==> src/rtl/idli_pkg.sv <==
// Shared types for the idli serial core: predicate register names,
// compare conditions and the compare unit's FSM state.
package idli_pkg;

  // Predicate register index; P3 is hardwired to one and never written.
  typedef enum logic [1:0] {
    P0 = 2'd0,
    P1 = 2'd1,
    P2 = 2'd2,
    P3 = 2'd3
  } preg_t;

  // Compare conditions evaluated by the nibble-serial compare unit.
  typedef enum logic [2:0] {
    EQ   = 3'd0,
    NE   = 3'd1,
    LT   = 3'd2,
    GE   = 3'd3,
    LTU  = 3'd4,
    GEU  = 3'd5,
    ANY  = 3'd6,
    NONE = 3'd7
  } cmp_op_t;

  // Number of nibbles making up one 16-bit operand.
  localparam int CMP_NIBBLES = 4;

  // Compare unit FSM state, also exported for observation.
  typedef enum logic {
    CMP_IDLE = 1'b0,
    CMP_RUN  = 1'b1
  } cmp_state_t;

  // Pick the predicate result for a condition from the final flags.
  function automatic logic cmp_select(input cmp_op_t op, input logic eq,
                                      input logic any, input logic lt,
                                      input logic ltu);
    logic r;
    case (op)
      EQ:      r = eq;
      NE:      r = ~eq;
      LT:      r = lt;
      GE:      r = ~lt;
      LTU:     r = ltu;
      GEU:     r = ~ltu;
      ANY:     r = any;
      default: r = ~any;
    endcase
    return r;
  endfunction

endpackage

==> src/rtl/idli_cmp_m_if.sv <==
// Nibble stream into the compare unit and its predicate write out.
//
// Handshake: a nibble is accepted on every rising edge where i_cmp_vld is
// high; there is no back-pressure (the unit always accepts). i_cmp_start
// marks nibble 0 and only counts together with i_cmp_vld. o_cmp_wr_en is a
// single-cycle strobe qualifying o_cmp_q/o_cmp_data for the PRF.
interface idli_cmp_m_if;
  import idli_pkg::*;

  logic    i_cmp_start;
  logic    i_cmp_vld;
  logic [3:0] i_cmp_a;
  logic [3:0] i_cmp_b;
  cmp_op_t i_cmp_op;
  preg_t   i_cmp_q;
  logic    i_cmp_p_data;
  logic    o_cmp_busy;
  logic    o_cmp_wr_en;
  preg_t   o_cmp_q;
  logic    o_cmp_data;

  modport slave (
    input  i_cmp_start, i_cmp_vld, i_cmp_a, i_cmp_b, i_cmp_op, i_cmp_q,
           i_cmp_p_data,
    output o_cmp_busy, o_cmp_wr_en, o_cmp_q, o_cmp_data
  );

  modport master (
    output i_cmp_start, i_cmp_vld, i_cmp_a, i_cmp_b, i_cmp_op, i_cmp_q,
           i_cmp_p_data,
    input  o_cmp_busy, o_cmp_wr_en, o_cmp_q, o_cmp_data
  );

endinterface

==> src/rtl/idli_cmp_m.sv <==
// Nibble-serial 16-bit compare unit. Operands arrive LSB nibble first; after
// the fourth nibble a one-cycle predicate write is produced, gated by the
// guard predicate and suppressed for the hardwired P3.
module idli_cmp_m
  import idli_pkg::*;
(
  input  logic        i_cmp_gck,
  input  logic        i_cmp_rst,
  idli_cmp_m_if.slave cmp,
  output cmp_state_t  o_cmp_state
);

  localparam logic [1:0] LAST_NIB = 2'(CMP_NIBBLES - 1);

  cmp_state_t state;
  logic [1:0] cnt;
  cmp_op_t    op;
  preg_t      q;
  logic       guard;
  logic       eq;
  logic       any;
  logic       carry;
  logic       wr_en;
  preg_t      wr_q;
  logic       wr_data;

  logic       cin;
  logic [4:0] sum;
  logic       eq_n;
  logic       any_n;
  logic       ov;
  logic       lt;
  logic       ltu;
  logic       result;

  // Per-nibble subtract step; a start nibble reseeds the chain regardless of state.
  always_comb begin
    cin    = cmp.i_cmp_start ? 1'b1 : carry;
    sum    = {1'b0, cmp.i_cmp_a} + {1'b0, ~cmp.i_cmp_b} + {4'b0000, cin};
    eq_n   = (cmp.i_cmp_a == cmp.i_cmp_b) & (cmp.i_cmp_start | eq);
    any_n  = (|(cmp.i_cmp_a & cmp.i_cmp_b)) | (~cmp.i_cmp_start & any);
    ov     = (cmp.i_cmp_a[3] != cmp.i_cmp_b[3]) & (sum[3] != cmp.i_cmp_a[3]);
    lt     = sum[3] ^ ov;
    ltu    = ~sum[4];
    result = cmp_select(op, eq_n, any_n, lt, ltu);
  end

  // FSM, accumulators and registered predicate write.
  always_ff @(posedge i_cmp_gck or posedge i_cmp_rst) begin
    if (i_cmp_rst) begin
      state   <= CMP_IDLE;
      cnt     <= 2'd0;
      op      <= EQ;
      q       <= P0;
      guard   <= 1'b0;
      eq      <= 1'b0;
      any     <= 1'b0;
      carry   <= 1'b0;
      wr_en   <= 1'b0;
      wr_q    <= P0;
      wr_data <= 1'b0;
    end else begin
      wr_en <= 1'b0;
      if (cmp.i_cmp_vld) begin
        if (cmp.i_cmp_start) begin
          // New compare (or abort of a running one): latch context, seed from nibble 0.
          state <= CMP_RUN;
          cnt   <= 2'd1;
          op    <= cmp.i_cmp_op;
          q     <= cmp.i_cmp_q;
          guard <= cmp.i_cmp_p_data;
          eq    <= eq_n;
          any   <= any_n;
          carry <= sum[4];
        end else if (state == CMP_RUN) begin
          cnt   <= cnt + 2'd1;
          eq    <= eq_n;
          any   <= any_n;
          carry <= sum[4];
          if (cnt == LAST_NIB) begin
            state   <= CMP_IDLE;
            wr_en   <= guard & (q != P3);
            wr_q    <= q;
            wr_data <= result;
          end
        end
      end
    end
  end

  assign cmp.o_cmp_busy  = (state == CMP_RUN);
  assign cmp.o_cmp_wr_en = wr_en;
  assign cmp.o_cmp_q     = wr_q;
  assign cmp.o_cmp_data  = wr_data;
  assign o_cmp_state     = state;

endmodule

==> src/flat_wrapper.sv <==
// flat-port wrapper written by rule: the top's interface ports become plain ports
module idli_cmp_m_flat import idli_pkg::*;
  (i_cmp_gck, i_cmp_rst, o_cmp_state, cmp_i_cmp_start, cmp_i_cmp_vld, cmp_i_cmp_a, cmp_i_cmp_b, cmp_i_cmp_op, cmp_i_cmp_q, cmp_i_cmp_p_data, cmp_o_cmp_busy, cmp_o_cmp_wr_en, cmp_o_cmp_q, cmp_o_cmp_data);
  idli_cmp_m_if cmp_i ();
  input  logic i_cmp_gck;
  input  logic i_cmp_rst;
  output cmp_state_t o_cmp_state;
  input wire logic [$bits(cmp_i.i_cmp_start)-1:0] cmp_i_cmp_start;
  input wire logic [$bits(cmp_i.i_cmp_vld)-1:0] cmp_i_cmp_vld;
  input wire logic [$bits(cmp_i.i_cmp_a)-1:0] cmp_i_cmp_a;
  input wire logic [$bits(cmp_i.i_cmp_b)-1:0] cmp_i_cmp_b;
  input wire logic [$bits(cmp_i.i_cmp_op)-1:0] cmp_i_cmp_op;
  input wire logic [$bits(cmp_i.i_cmp_q)-1:0] cmp_i_cmp_q;
  input wire logic [$bits(cmp_i.i_cmp_p_data)-1:0] cmp_i_cmp_p_data;
  output wire logic [$bits(cmp_i.o_cmp_busy)-1:0] cmp_o_cmp_busy;
  output wire logic [$bits(cmp_i.o_cmp_wr_en)-1:0] cmp_o_cmp_wr_en;
  output wire logic [$bits(cmp_i.o_cmp_q)-1:0] cmp_o_cmp_q;
  output wire logic [$bits(cmp_i.o_cmp_data)-1:0] cmp_o_cmp_data;
  assign cmp_i.i_cmp_start = cmp_i_cmp_start;
  assign cmp_i.i_cmp_vld = cmp_i_cmp_vld;
  assign cmp_i.i_cmp_a = cmp_i_cmp_a;
  assign cmp_i.i_cmp_b = cmp_i_cmp_b;
  assign cmp_i.i_cmp_op = cmp_i_cmp_op;
  assign cmp_i.i_cmp_q = cmp_i_cmp_q;
  assign cmp_i.i_cmp_p_data = cmp_i_cmp_p_data;
  assign cmp_o_cmp_busy = cmp_i.o_cmp_busy;
  assign cmp_o_cmp_wr_en = cmp_i.o_cmp_wr_en;
  assign cmp_o_cmp_q = cmp_i.o_cmp_q;
  assign cmp_o_cmp_data = cmp_i.o_cmp_data;
  idli_cmp_m u_core (.i_cmp_gck(i_cmp_gck), .i_cmp_rst(i_cmp_rst), .cmp(cmp_i), .o_cmp_state(o_cmp_state));
endmodule
==> config.mk <==
export PLATFORM = sky130hd
export DESIGN_NAME = idli_cmp_m_flat
export DESIGN_NICKNAME = d
export VERILOG_FILES = /design/src/rtl/idli_pkg.sv /design/src/rtl/idli_cmp_m_if.sv /design/src/rtl/idli_cmp_m.sv /design/src/flat_wrapper.sv
export SDC_FILE = /design/constraint.sdc
export NUM_CORES = 1
export LEC_CHECK = 0
export ABC_CLOCK_PERIOD_IN_PS = 2700
export CORE_AREA = 2 2 55 52
export CTS_CLUSTER_SIZE = 10
export DETAILED_ROUTE_END_ITERATION = 7
export DIE_AREA = 0 0 57 54
export GPL_ROUTABILITY_DRIVEN = 1
export PLACE_DENSITY = 0.65
export SLEW_MARGIN = 20
export SYNTH_ARGS = -nofsm -noshare
export SYNTH_HDL_FRONTEND = slang
export SYNTH_SLANG_ARGS = --single-unit
==> constraint.sdc <==
create_clock -name i_cmp_gck -period 2.7 [get_ports i_cmp_gck]
set_input_delay 0.405 -clock i_cmp_gck [delete_from_list [all_inputs] [get_ports i_cmp_gck]]
set_output_delay 0.405 -clock i_cmp_gck [all_outputs]
set_load 0.01 [all_outputs]
==> impl_metrics.toml, run 1 <==
[detailed_routing]
first_pass_iters = 4
wirelength_um = 1945
wl_per_cell_um = 12.55
first_iter_violations = 4
drc_errors = 0
via_count = 787
vias_per_cell = 5.077
ant_nets = 0

[sta]
rsz0062_at_grt = "no"
fin_crit_ns = 2.541
final.setup.tns_ns = 0
fin_crit_sh_pct = 94.11
setup_viol = 0
clock_skew_ns = 0.006934
worst_pin_slew_ns = 0.5837
fmax_mhz = 393.5
finalMaxSlewViolations = 0
finalHoldViolCount = 0
relSlewSlack_pct = 60.08

[power]
power_density_nw_per_um2 = 594.3
vdd_drop_max_v = 0.0004561
power.total_uw = 780.7
leakage_uw = 0.0005774

[global_route]
grt_pass1_vias = 819
grt_max_degree = 17
grtUsageTotal_pct = 14.25
use_met1_pct = 17.55
grt.busiest_layer = "met2"
overflow = 0
grt_pass1_wl_um = 3422
grtUsageMet3_pct = 2.163
antenna_found_initial = 0
use_met2_pct = 25.86

[setup_path]
worst_ep_arrival_time_ns = 2.70
worstPathMaxFanout = 3
critPathRequiredTime_ns = 2.86
crit_path_start_kind = "input pin"
end_kind = "register"
crit_type = "in2reg"

[floorplanning]
dieArea_sq_um = 3078
initial_core_util_pct = 37.62
num_rows = 18
core_sq_um = 2567
die_w_um = 57
num_io_pins = 24
die_height_um = 54

[cts]
cts_tree = "done"
ctsRootBufferMaster = "clkbuf_4"
clock_path_buffers = 2
clk_latency_ns = 0.28
cts_sinks = 16
numCtsBuffers = 3
clk_pin_slew_ns = 0.09
htree_levels = 1
cts_hold_buf = 0

[outcome]
status = "finished, final reports clean"

[logic_synthesis]
ys_seq_elements = 16
synth_warnings = 0
netlist_area_sq_um = 965.9
ys_seq_area_share_pct = 41.45
synth.distinct_cells = 26
synthCells = 95
synth.avg_cell_area_sq_um = 10.17
syn_nets = 123

[final_layout]
drive_above_1_share_pct = 19.20
fill_cells = 248
final_cell_mix = "23 x clkdlybuf4s50_1, 16 x dfrtp_1, 15 x nand2_1, 9 x inv_1"
final_common_cell = "clkdlybuf4s50_1"
num_antenna_cells = 0
final_nets = 155
syn2layout_area_growth_pct = 36.01

[placement]
hpwl_um = 1557
port_buffers = 23
place.gp.congestion = 0.8123

[worst_hold_path]
hp-class = "in2async"

[run]
cap_violations = 0
[registers in the layout, summed over array words and instances, names as in the netlist]
| signal | count |
|---|---|
| u_core.cmp.o_cmp_wr_en | 1 |
| u_core.guard | 1 |
| u_core.cmp.o_cmp_busy | 1 |
| u_core.op | 3 |
| u_core.eq | 1 |
| u_core.q | 2 |
| u_core.cmp.o_cmp_q | 2 |
| u_core.cnt | 2 |
| u_core.carry | 1 |
| u_core.cmp.o_cmp_data | 1 |
| u_core.any | 1 |
[final timing paths]
path                            slack [ns]               endpoint            from  cells past startpoint
max in group asynchronous             1.83           u_core.op[2]       i_cmp_rst                      2
worst max register to register        0.67  u_core.cmp.o_cmp_data    u_core.carry                     10
min in group i_cmp_gck                0.49              u_core.eq       u_core.eq                      2
worst min-delay path                  0.48            u_core.q[0]       i_cmp_rst                      2
worst min register to register        0.49              u_core.eq       u_core.eq                      2
worst max-delay path                  0.16  u_core.cmp.o_cmp_data  cmp_i_cmp_b[1]                     12
[critical path: stages]
cell	delay, ns
clkdlybuf4s50_1	0.49
inv_1	0.08
ha_4	0.28
o211ai_1	0.10
nand2_1	0.10
a21o_1	0.13
inv_1	0.05
fa_2	0.35
nor3b_2	0.18
o31ai_1	0.10
a2111oi_2	0.32
o31ai_1	0.12
[cell type report]
class                   instances  area, sq um  share of cell area [%]
multi-input cells              68        544.3                   41.43
flip-flops and latches         16        400.4                   30.48
repair buffers                 29        275.3                   20.95
well taps                      30        37.54                   2.857
inverters                       9        33.78                   2.571
clock buffers                   3        22.52                   1.714
[cells by family after synthesis]
kind of cell | Yosys count | synth area share, %
compound gates | 24 | 17.23
flops | 16 | 41.45
simple gates | 26 | 13.60
buf+inv | 11 | 4.663
fa+ha+maj | 10 | 13.73
mux | 8 | 9.327
[stage by stage]
step | std cells | hold WS [ns] | util [%] | cell area (sq um) | worst slack (ns)
2_1_floorplan | 95 | 0.3187 | - | 965.9 | 0.3954
3_5_place_dp | 151 | 0.4775 | 49.07 | 1260 | -0.2790
5_1_grt | 155 | 0.5297 | 51.17 | 1314 | 0.02005
6_report | 155 | 0.4781 | 51.17 | 1314 | 0.1589
3_3_place_gp | 151 | 0.4688 | 49.07 | 1260 | -0.1852
4_1_cts | 154 | 0.4971 | 49.95 | 1282 | 0.005560
[timing repair]
item                                    in CTS  in global routing
endpoints found under the setup margin       0                  1
resized for setup                            0                  5
setup buffers                                0                  1
[per-layer routing]
metal / part of all wire [%] / up-vias
met5: 0 / -
met2: 48 / 13
met3: 3.3 / 0
met1: 48 / 372
met4: 0 / 0
li1: - / 402
[where the power goes]
group | total [uW] | internal, uW | leakage [uW] | switching (uW)
Clock | 122 | 51.7 | 0.0000138 | 70.0
Sequential | 360 | 303 | 0.000194 | 56.8
Combinational | 299 | 175 | 0.000370 | 124
Total | 781 | 530 | 0.000577 | 251
[cell usage after synthesis, drive strengths merged]
| cell | n | area (sq um) |
|---|---|---|
| dfrtp | 16 | 400.4 |
| nand2 | 15 | 56.30 |
| ha | 9 | 112.6 |
| inv | 9 | 33.78 |
| mux2 | 8 | 90.09 |
| o21ai | 7 | 35.03 |
| a21oi | 5 | 25.02 |
| o31ai | 5 | 37.54 |
| nor3b | 3 | 22.52 |
| a2111oi | 2 | 23.77 |
| nand4 | 2 | 12.51 |
| nor2 | 2 | 7.510 |
| a211oi | 1 | 12.51 |
| a21o | 1 | 7.510 |
| buf | 1 | 7.510 |
| clkbuf | 1 | 3.750 |
| fa | 1 | 20.02 |
| nand3 | 1 | 5.000 |
| nand3b | 1 | 7.510 |
| nor4b | 1 | 8.760 |
| o211ai | 1 | 7.510 |
| o2bb2ai | 1 | 8.760 |
| o311ai | 1 | 8.760 |
| or4 | 1 | 11.26 |
No activity file was read; power rests on OpenSTA's default activity.
==> run 2, diff against run 1 <==
- SKIP_LAST_GASP: not set -> 1
==> results of run 2 <==
The final DEF is identical to that of run 1; final timing and power are the same.
